==> config.mk <==
export PLATFORM = sky130hd
export DESIGN_NAME = mix_columns_iter
export DESIGN_NICKNAME = d
export VERILOG_FILES = /design/src/rtl/aes_pkg.sv /design/src/rtl/mix_column_word.sv /design/src/rtl/mix_columns_iter.sv
export SDC_FILE = /design/constraint.sdc
export NUM_CORES = 1
export LEC_CHECK = 0
export BUFFER_PORTS_ARGS = -buffer_cell sky130_fd_sc_hd__buf_4
export CAP_MARGIN = 10
export CORE_MARGIN = 2
export CORE_UTILIZATION = 40
export CTS_CLUSTER_DIAMETER = 30
export CTS_CLUSTER_SIZE = 10
export DETAILED_ROUTE_END_ITERATION = 8
export GPL_ROUTABILITY_DRIVEN = 0
export HOLD_SLACK_MARGIN = 0.1
export PLACE_DENSITY = 0.66
export REMOVE_ABC_BUFFERS = 1
export SETUP_SLACK_MARGIN = 0.05
export SYNTH_ARGS = -nofsm -noshare
export SYNTH_HDL_FRONTEND = slang
export SYNTH_SLANG_ARGS = --single-unit
==> constraint.sdc <==
create_clock -name clk -period 4.5 [get_ports clk]
set_input_delay 0.225 -clock clk [delete_from_list [all_inputs] [get_ports clk]]
set_output_delay 0.225 -clock clk [all_outputs]
set_load 0.005 [all_outputs]
==> src/rtl/aes_pkg.sv <==
// Shared AES types and GF(2^8) helpers for the MixColumns datapath.
package aes_pkg;

  localparam logic [7:0]  AES_POLY = 8'h1b;
  localparam int unsigned BYTE_W   = 8;
  localparam int unsigned COL_W    = 32;
  localparam int unsigned STATE_W  = 128;
  localparam int unsigned NUM_COLS = 4;

  typedef logic [BYTE_W-1:0] byte_t;

  // Row 0 byte sits in the MSBs of a column.
  typedef struct packed {
    byte_t b0;
    byte_t b1;
    byte_t b2;
    byte_t b3;
  } column_t;

  // Element [3] is column 0 so the packed value matches the bus layout.
  typedef logic [NUM_COLS-1:0][COL_W-1:0] aes_state_t;

  typedef enum logic [1:0] {
    ST_IDLE = 2'd0,
    ST_BUSY = 2'd1,
    ST_DONE = 2'd2
  } fsm_t;

  function automatic byte_t xtime(byte_t a);
    return {a[6:0], 1'b0} ^ (a[7] ? AES_POLY : 8'h00);
  endfunction

  function automatic byte_t gf_mul(byte_t a, byte_t b);
    byte_t p = '0;
    byte_t x = a;
    for (int i = 0; i < 8; i++) begin
      if (b[i]) p = p ^ x;
      x = xtime(x);
    end
    return p;
  endfunction

endpackage

==> src/rtl/mix_column_word.sv <==
// Combinational single-column MixColumns; inverse matrix with MIX_COLUMNS_INV_EN.
module mix_column_word
  import aes_pkg::*;
(
  input  column_t col_in,
`ifdef MIX_COLUMNS_INV_EN
  input  logic    inv,
`endif
  output column_t col_out_c
);

  byte_t a   [4];
  byte_t x1  [4];
  byte_t m3  [4];
  byte_t res [4];
`ifdef MIX_COLUMNS_INV_EN
  byte_t x2 [4];
  byte_t x4 [4];
  byte_t m9 [4];
  byte_t mb [4];
  byte_t md [4];
  byte_t me [4];
`endif

  // One xtime chain per byte feeds both the forward and inverse coefficients.
  always_comb begin
    a[0] = col_in.b0;
    a[1] = col_in.b1;
    a[2] = col_in.b2;
    a[3] = col_in.b3;
    for (int i = 0; i < 4; i++) begin
      x1[i] = xtime(a[i]);
      m3[i] = x1[i] ^ a[i];
`ifdef MIX_COLUMNS_INV_EN
      x2[i] = xtime(x1[i]);
      x4[i] = xtime(x2[i]);
      m9[i] = x4[i] ^ a[i];
      mb[i] = x4[i] ^ x1[i] ^ a[i];
      md[i] = x4[i] ^ x2[i] ^ a[i];
      me[i] = x4[i] ^ x2[i] ^ x1[i];
`endif
    end
    for (int r = 0; r < 4; r++) begin
`ifdef MIX_COLUMNS_INV_EN
      if (inv) res[r] = me[r] ^ mb[(r+1)%4] ^ md[(r+2)%4] ^ m9[(r+3)%4];
      else     res[r] = x1[r] ^ m3[(r+1)%4] ^ a[(r+2)%4] ^ a[(r+3)%4];
`else
      res[r] = x1[r] ^ m3[(r+1)%4] ^ a[(r+2)%4] ^ a[(r+3)%4];
`endif
    end
    col_out_c = {res[0], res[1], res[2], res[3]};
  end

endmodule

==> src/rtl/mix_columns_iter.sv <==
// Iterative AES MixColumns, COLS_PER_CYCLE columns per BUSY cycle.
// Optional inverse mode via MIX_COLUMNS_INV_EN (adds the inv port).
module mix_columns_iter
  import aes_pkg::*;
#(
  parameter int unsigned COLS_PER_CYCLE = 1
) (
  input  logic               clk,
  input  logic               rst_n,
  input  logic               in_valid,
  output logic               in_ready,
  input  logic [STATE_W-1:0] data_in,
  output logic               out_valid,
  input  logic               out_ready,
  output logic [STATE_W-1:0] data_out
`ifdef MIX_COLUMNS_INV_EN
  ,
  input  logic               inv
`endif
);

  localparam int unsigned CNT_W    = 2;
  localparam logic [CNT_W-1:0] CNT_STEP = CNT_W'(COLS_PER_CYCLE);
  localparam logic [CNT_W-1:0] CNT_LAST = CNT_W'(NUM_COLS - COLS_PER_CYCLE);

  if (COLS_PER_CYCLE != 1 && COLS_PER_CYCLE != 2 && COLS_PER_CYCLE != 4) begin : g_bad_cfg
    $fatal(1, "mix_columns_iter: COLS_PER_CYCLE must be 1, 2 or 4");
  end

  fsm_t             state;
  logic [CNT_W-1:0] cnt;
  aes_state_t       work;
  logic [CNT_W-1:0] idx     [COLS_PER_CYCLE];
  column_t          col_in  [COLS_PER_CYCLE];
  column_t          col_res [COLS_PER_CYCLE];
`ifdef MIX_COLUMNS_INV_EN
  logic             inv_q;
`endif

  // Lanes j cover columns cnt+j; column i lives in work[3-i].
  for (genvar j = 0; j < int'(COLS_PER_CYCLE); j++) begin : g_lane
    assign idx[j]    = cnt + CNT_W'(j);
    assign col_in[j] = work[CNT_W'(3) - idx[j]];
    mix_column_word u_word (
      .col_in    (col_in[j]),
`ifdef MIX_COLUMNS_INV_EN
      .inv       (inv_q),
`endif
      .col_out_c (col_res[j])
    );
  end

  assign data_out = work;

  always_ff @(posedge clk or negedge rst_n) begin
    if (!rst_n) begin
      state     <= ST_IDLE;
      cnt       <= '0;
      work      <= '0;
      in_ready  <= 1'b1;
      out_valid <= 1'b0;
`ifdef MIX_COLUMNS_INV_EN
      inv_q     <= 1'b0;
`endif
    end else begin
      case (state)
        ST_IDLE: begin
          if (in_valid && in_ready) begin
            work     <= aes_state_t'(data_in);
            cnt      <= '0;
            in_ready <= 1'b0;
            state    <= ST_BUSY;
`ifdef MIX_COLUMNS_INV_EN
            inv_q    <= inv;
`endif
          end
        end
        ST_BUSY: begin
          for (int j = 0; j < int'(COLS_PER_CYCLE); j++) begin
            work[CNT_W'(3) - idx[j]] <= col_res[j];
          end
          cnt <= cnt + CNT_STEP;
          if (cnt == CNT_LAST) begin
            out_valid <= 1'b1;
            state     <= ST_DONE;
          end
        end
        ST_DONE: begin
          if (out_ready) begin
            out_valid <= 1'b0;
            in_ready  <= 1'b1;
            state     <= ST_IDLE;
          end
        end
        default: begin
          out_valid <= 1'b0;
          in_ready  <= 1'b1;
          state     <= ST_IDLE;
        end
      endcase
    end
  end

endmodule

Word level (Yosys, flattened, before mapping):

Cells that the tools add are included.

* bits in registers: 134
* input bits: 132
* output and inout port bits: 130
* logic and storage cells: 71

* $add $sub $neg: 2
* order comparisons: 2
* equality and inequality tests: 6
* mux-type cells: 23
* bitwise gates (word level): 22
* reductions and logical operators: 8

Operators with widths (count)
* $pmux W128 S2: 1
* $xor A8 B8 Y8: 20
* $bwmux W128: 1
* $mux W128: 1
* $bmux W32 S2: 1
* $demux W32 S2: 1
* $mux W32: 2
* $mux W5: 4
* $reduce_and A3 Y1: 3
* $mux W2: 4
* $ne A2 B2 Y1 const B: 3
* $pmux W1 S3: 2
* $pmux W2 S3: 1
* $eq A2 B2 Y1 const B: 2
* $mux W1: 4
* $pmux W2 S2: 1
* $lt A2 B3 Y1 const B: 1
* $add A2 B1 Y2 const B: 1
* $eq A2 B1 Y1 const B: 1
* $ge A2 B1 Y1 const B: 1
* $logic_and A1 B1 Y1: 2
* $logic_not A2 Y1: 1
* $not A1 Y1: 2
* $reduce_and A2 Y1: 1
* other kinds (2): 2

Longest topological paths before layout:

* word-level depth: 11
* gate-level depth with buffers: 10
* depth with buffers taken out: 6

Hierarchy:

From an unflattened synthesis, not the netlist that was laid out.

* cells, all modules: 581
* area, all modules: 7971.4 um2

Modules (own cells, without submodules)
* mix_columns_iter: instances 1, cells an instance 509, area each 6701.4 um2, seq. area each 3354.5 um2
* mix_column_word: instances 1, cells an instance 72, area each 1270.0 um2, seq. area each 0.0 um2

Worst setup path after synthesis:

OpenSTA, ideal clock, no wires.

* path type: reg2reg
* from: reg cnt[0]
* to: reg work, in the netlist data_out[43]
* library setup time: 0.083 ns
* arrival time: 2.193 ns
* required time: 4.417 ns
* path slack: 2.224 ns
* stages on the path, launching flop included: 7
* buffers on the path: 2
* clock period less this slack: 2.276 ns
* path through: dfrtp_1 > buf_6 > mux4_1 > buf_4 > xor2_1 > xnor3_1 > o22ai_1

* cells in the longest elaborated chain, start to end: 11
* elaborated cells between the ends (all ways): 18
* classes of those cells: 1 x add/sub; 2 x order compare; 8 x mux; 6 x bitwise; 1 x reduce/logical

Ends and longest elaborated chain
* start: declaration: RTL line mix_columns_iter.sv:31 `logic [CNT_W-1:0] cnt;`
* start signal: assignment: RTL line mix_columns_iter.sv:82 `cnt <= cnt + CNT_STEP;`
* $sub A2 B2 Y2 (*): RTL line mix_columns_iter.sv:43, mix_columns_iter.sv:80
* $bmux W32 S2: RTL line mix_columns_iter.sv:43 `assign col_in[j] = work[CNT_W'(3) - idx[j]];`
* $mux W32 (not written as such): RTL line mix_columns_iter.sv:43
* $mux W5: RTL line aes_pkg.sv:30 `return {a[6:0], 1'b0} ^ (a[7] ? AES_POLY : 8'h00);`
* $xor A8 B8 Y8: RTL line aes_pkg.sv:30
* $xor A8 B8 Y8: RTL line mix_column_word.sv:33 `m3[i] = x1[i] ^ a[i];`
* $xor A8 B8 Y8 (3 in series): RTL line mix_column_word.sv:48 `res[r] = x1[r] ^ m3[(r+1)%4] ^ a[(r+2)%4] ^ a[(r+3)%4];`
* $bwmux W128 (*): RTL line mix_columns_iter.sv:80 `work[CNT_W'(3) - idx[j]] <= col_res[j];`
* $pmux W128 S2 (*): RTL line mix_columns_iter.sv:66 `case (state)`
* end signal: assignment: RTL line mix_columns_iter.sv:69 `work <= aes_state_t'(data_in);`
* end signal: indexed assignment: RTL line mix_columns_iter.sv:80
* end: declaration: RTL line mix_columns_iter.sv:32 `aes_state_t work;`

Mark *: on every way between the ends. The rest lies on a longest branch, timed or not. The select of a mux whose other input is x is not followed.
A chain may end at the register's enable or synchronous reset.

Worst setup path in the final report:

* from: reg cnt[0]
* to: reg work, in the netlist data_out[108]

The elaborated chain is that of the path after synthesis.

==> insert_results.sql <==
INSERT INTO impl_metrics (metric_group, metric, value, unit) VALUES
('outcome', 'run_status', 'finished, final reports clean', ''),
('cells_and_area', 'insertedDiodeCount', '0', ''),
('route', 'detailedRoute.firstPassIterationCount', '8', ''),
('timing', 'hold_ws', '0.131', 'ns'),
('route', 'postRouteWirelength', '28700', 'µm'),
('synthesis', 'mux_share_of_post_synthesis_cell_area', '0.0940', ''),
('die', 'design.core.area', '0.0193', 'mm²'),
('timing', 'max-slew-margin-rel', '0.278', ''),
('hold_path', 'worstHoldPathType', 'input port to register', ''),
('setup_path', 'crit_required', '4.84', 'ns'),
('setup_path', 'worst_r2r_endpoint', 'data_out[108]', ''),
('grt', 'grt_remaining_overflow', '0', ''),
('setup_path', 'timing.setup.critical_path_class', 'register to register', ''),
('timing', 'final_clock_period_utilization_by_the_worst_path', '0.716', ''),
('grt', 'first_global_vias', '7297', ''),
('grt', 'number_of_antenna_violations_at_the_first_check_in_global_routing', '0', ''),
('setup_path', 'worstPathArrival', '3.56', 'ns'),
('place', 'placement.io_buffers', '261', ''),
('hold_path', 'hold_path_depth', '4', ''),
('die', 'dieArea', '0.0206', 'mm²'),
('synthesis', 'ys_ff_latch', '134', ''),
('hold_path', 'worstHoldEndpoint', 'data_out[27]', ''),
('die', 'start_util', '0.404', ''),
('setup_path', 'crit_path_start_kind', 'register', ''),
('cells_and_area', 'layout_common_cells', '278 x sky130_fd_sc_hd__buf_4, 131 x sky130_fd_sc_hd__dfrtp_1, 82 x sky130_fd_sc_hd__o21ai_0', ''),
('cells_and_area', 'area_delta_synth_final', '46.3', '%'),
('timing', 'setup_viol_count_final', '0', ''),
('clocking', 'clock_tree.buffer_depth', '2', ''),
('timing', 'setup-tns-final', '0', 'ns'),
('timing', 'post-route-min-period', '3.22', 'ns'),
('synthesis', 'synth-adder-area-share', '0.00643', ''),
('synthesis', 'simple_gate_share_of_the_synthesized_area', '0.0638', ''),
('die', 'placement_rows', '51', ''),
('die', 'die_width', '144', 'µm'),
('synthesis', 'synth_xor_area_frac', '0.167', ''),
('route', 'drt_first_iter_violations', '609', ''),
('synthesis', 'complex_gate_fraction_of_the_synthesized_area', '0.199', ''),
('clocking', 'cts-root-buf', 'sky130_fd_sc_hd__clkbuf_16', ''),
('clocking', 'postCtsHoldBufs', '80', ''),
('hold_path', 'holdCritStartpoint', 'data_in[27]', ''),
('die', 'io_pins', '262', ''),
('cells_and_area', 'layout_cells_sized_above_1', '0.361', ''),
('route', 'post_drt_wl_per_cell', '23.1', 'µm'),
('synthesis', 'synth.cell_area', '0.00779', 'mm²'),
('route', 'dr_drc_count', '0', ''),
('setup_path', 'reg2reg_depth', '4', ''),
('route', 'route.vias.total', '7189', ''),
('setup_path', 'critical-path-max-stage-delay', '0.83', 'ns'),
('power', 'vdd_ir_drop_max', '0.795', 'mV'),
('synthesis', 'synth-seq-area-share', '0.431', ''),
('setup_path', 'endpoint_type_of_the_worst_setup_path', 'register', ''),
('die', 'die_span_y', '144', 'µm'),
('grt', 'grt_start_max_net_pins', '92', ''),
('cells_and_area', 'layout.nets', '1104', ''),
('synthesis', 'synth_cell_type_count', '41', ''),
('grt', 'grtUsageTotal', '0.278', ''),
('timing', 'skew', '0.00805', 'ns'),
('timing', 'grt_setup_unrepaired', 'no', ''),
('clocking', 'cts_tree', 'done', ''),
('timing', 'achievable-frequency', '0.310', 'GHz'),
('cells_and_area', 'mostFrequentLayoutCell', 'sky130_fd_sc_hd__buf_4', ''),
('setup_path', 'path_cells', 'mux4_1 -> xor2_1 -> xnor3_1 -> o21ai_1', ''),
('place', 'post-dp-hpwl', '19000', 'µm'),
('synthesis', 'largest_family_of_logic_cells_by_synthesized_area', 'compound AO/OA/AOI/OAI gates', ''),
('route', 'vias_per_cell', '5.78', ''),
('setup_path', 'critical_path_s_slowest_cell', 'sky130_fd_sc_hd__dfrtp_2', ''),
('grt', 'grt_first_pass_wirelength', '42800', 'µm'),
('clocking', 'clock_sink_count', '134', ''),
('clocking', 'htree_levels', '4', ''),
('clocking', 'numCtsBuffers', '17', ''),
('clocking', 'ctsResizeCount', '0', '');
==> worst max path at each step <==
stage | from | end | depth (start not counted)
4_1_cts | cnt[0] | data_out[108] | 4
2_1_floorplan | state[1] | data_out[31] | 4
6_report | cnt[0] | data_out[108] | 4
3_5_place_dp | cnt[0] | data_out[108] | 4
3_3_place_gp | cnt[0] | data_out[43] | 4
5_1_grt | cnt[0] | data_out[53] | 8
==> cell type report <==
type,instances,area [µm²]
fill,1613,7880
clock buffer,20,457
multi-input combinational,453,4160
inverter,3,11.3
clock inverter,9,176
sequential,134,3360
timing repair buffer,359,2900
tap,265,332
==> metrics by stage <==
| stage | power (µW) | setup slack [ns] | std cells | instance area (µm²) |
|---|---|---|---|---|
| CTS | 12900 | 1.27 | 1243 | 11400 |
| global placement | 11200 | 1.41 | 1134 | 9960 |
| detailed placement | 11200 | 1.29 | 1134 | 9960 |
| finish | 13000 | 1.28 | 1243 | 11400 |
| floorplan | 8360 | -5.85 | 590 | 7490 |
| global route | 13700 | 1.17 | 1243 | 11400 |
==> worst max-delay path: cells and delay by family, from the launching register on <==
kind,cells,cell delay [ns]
AOI/OAI and AO/OA,1,0.16
xor gates and xnor gates,2,1.31
DFF,1,0.83
muxes,1,0.83
==> registers in the layout, indices dropped and copies added (netlist names) <==
name       cells
cnt            2
data_out     128
in_ready       1
out_valid      1
state          2
==> report_power, final <==
group / internal (µW) / switching (µW)
Combinational: 4610 / 4350
Clock: 1000 / 522
Sequential: 1800 / 656
Total: 7420 / 5530
==> synth_stat cells (all sizes together) <==
library cell  number  area (µm²)
nand2             10        37.5
nor4bb             1        10.0
nand3b             1        7.51
nor3b              1        7.51
dfstp              1        26.3
o22ai              9        62.6
xnor3             40         903
ha                 4        50.1
xor2              14         130
buf               12         108
a21o               2        15.0
nor4b             26         228
inv                3        11.3
xnor2             15         195
xor3               3        71.3
nor2b              1        6.26
mux4              32         732
o21ai            122         611
dfrtp            133        3330
clkbuf            45         169
dlygate4sd3        1        10.0
and3              24         150
o31ai              1        7.51
o21bai             1        7.51
a21oi             65         325
a22oi             69         518
nor2              10        37.5
nand2b             1        6.26
dlygate4sd1        1        8.76
or3                1        6.26
==> kinds of logic (layout without fill, tap and decap cells) <==
group | Yosys count | in the layout
AND/OR/NAND/NOR | 76 | 76
multiplexers | 32 | 32
flip-flops | 134 | 134
XOR/XNOR | 72 | 72
AO/OA/AOI/OAI | 269 | 269
adder cells (fa/ha/maj) | 4 | 4
buffers and inverters | 62 | 391
==> per-layer routing <==
metal  wire length (µm)  track usage
met5                  0            0
met4                566       0.0908
met3               2530       0.0710
met2              13700        0.436
met1              11900        0.380
(Power assumes the default switching activity.)
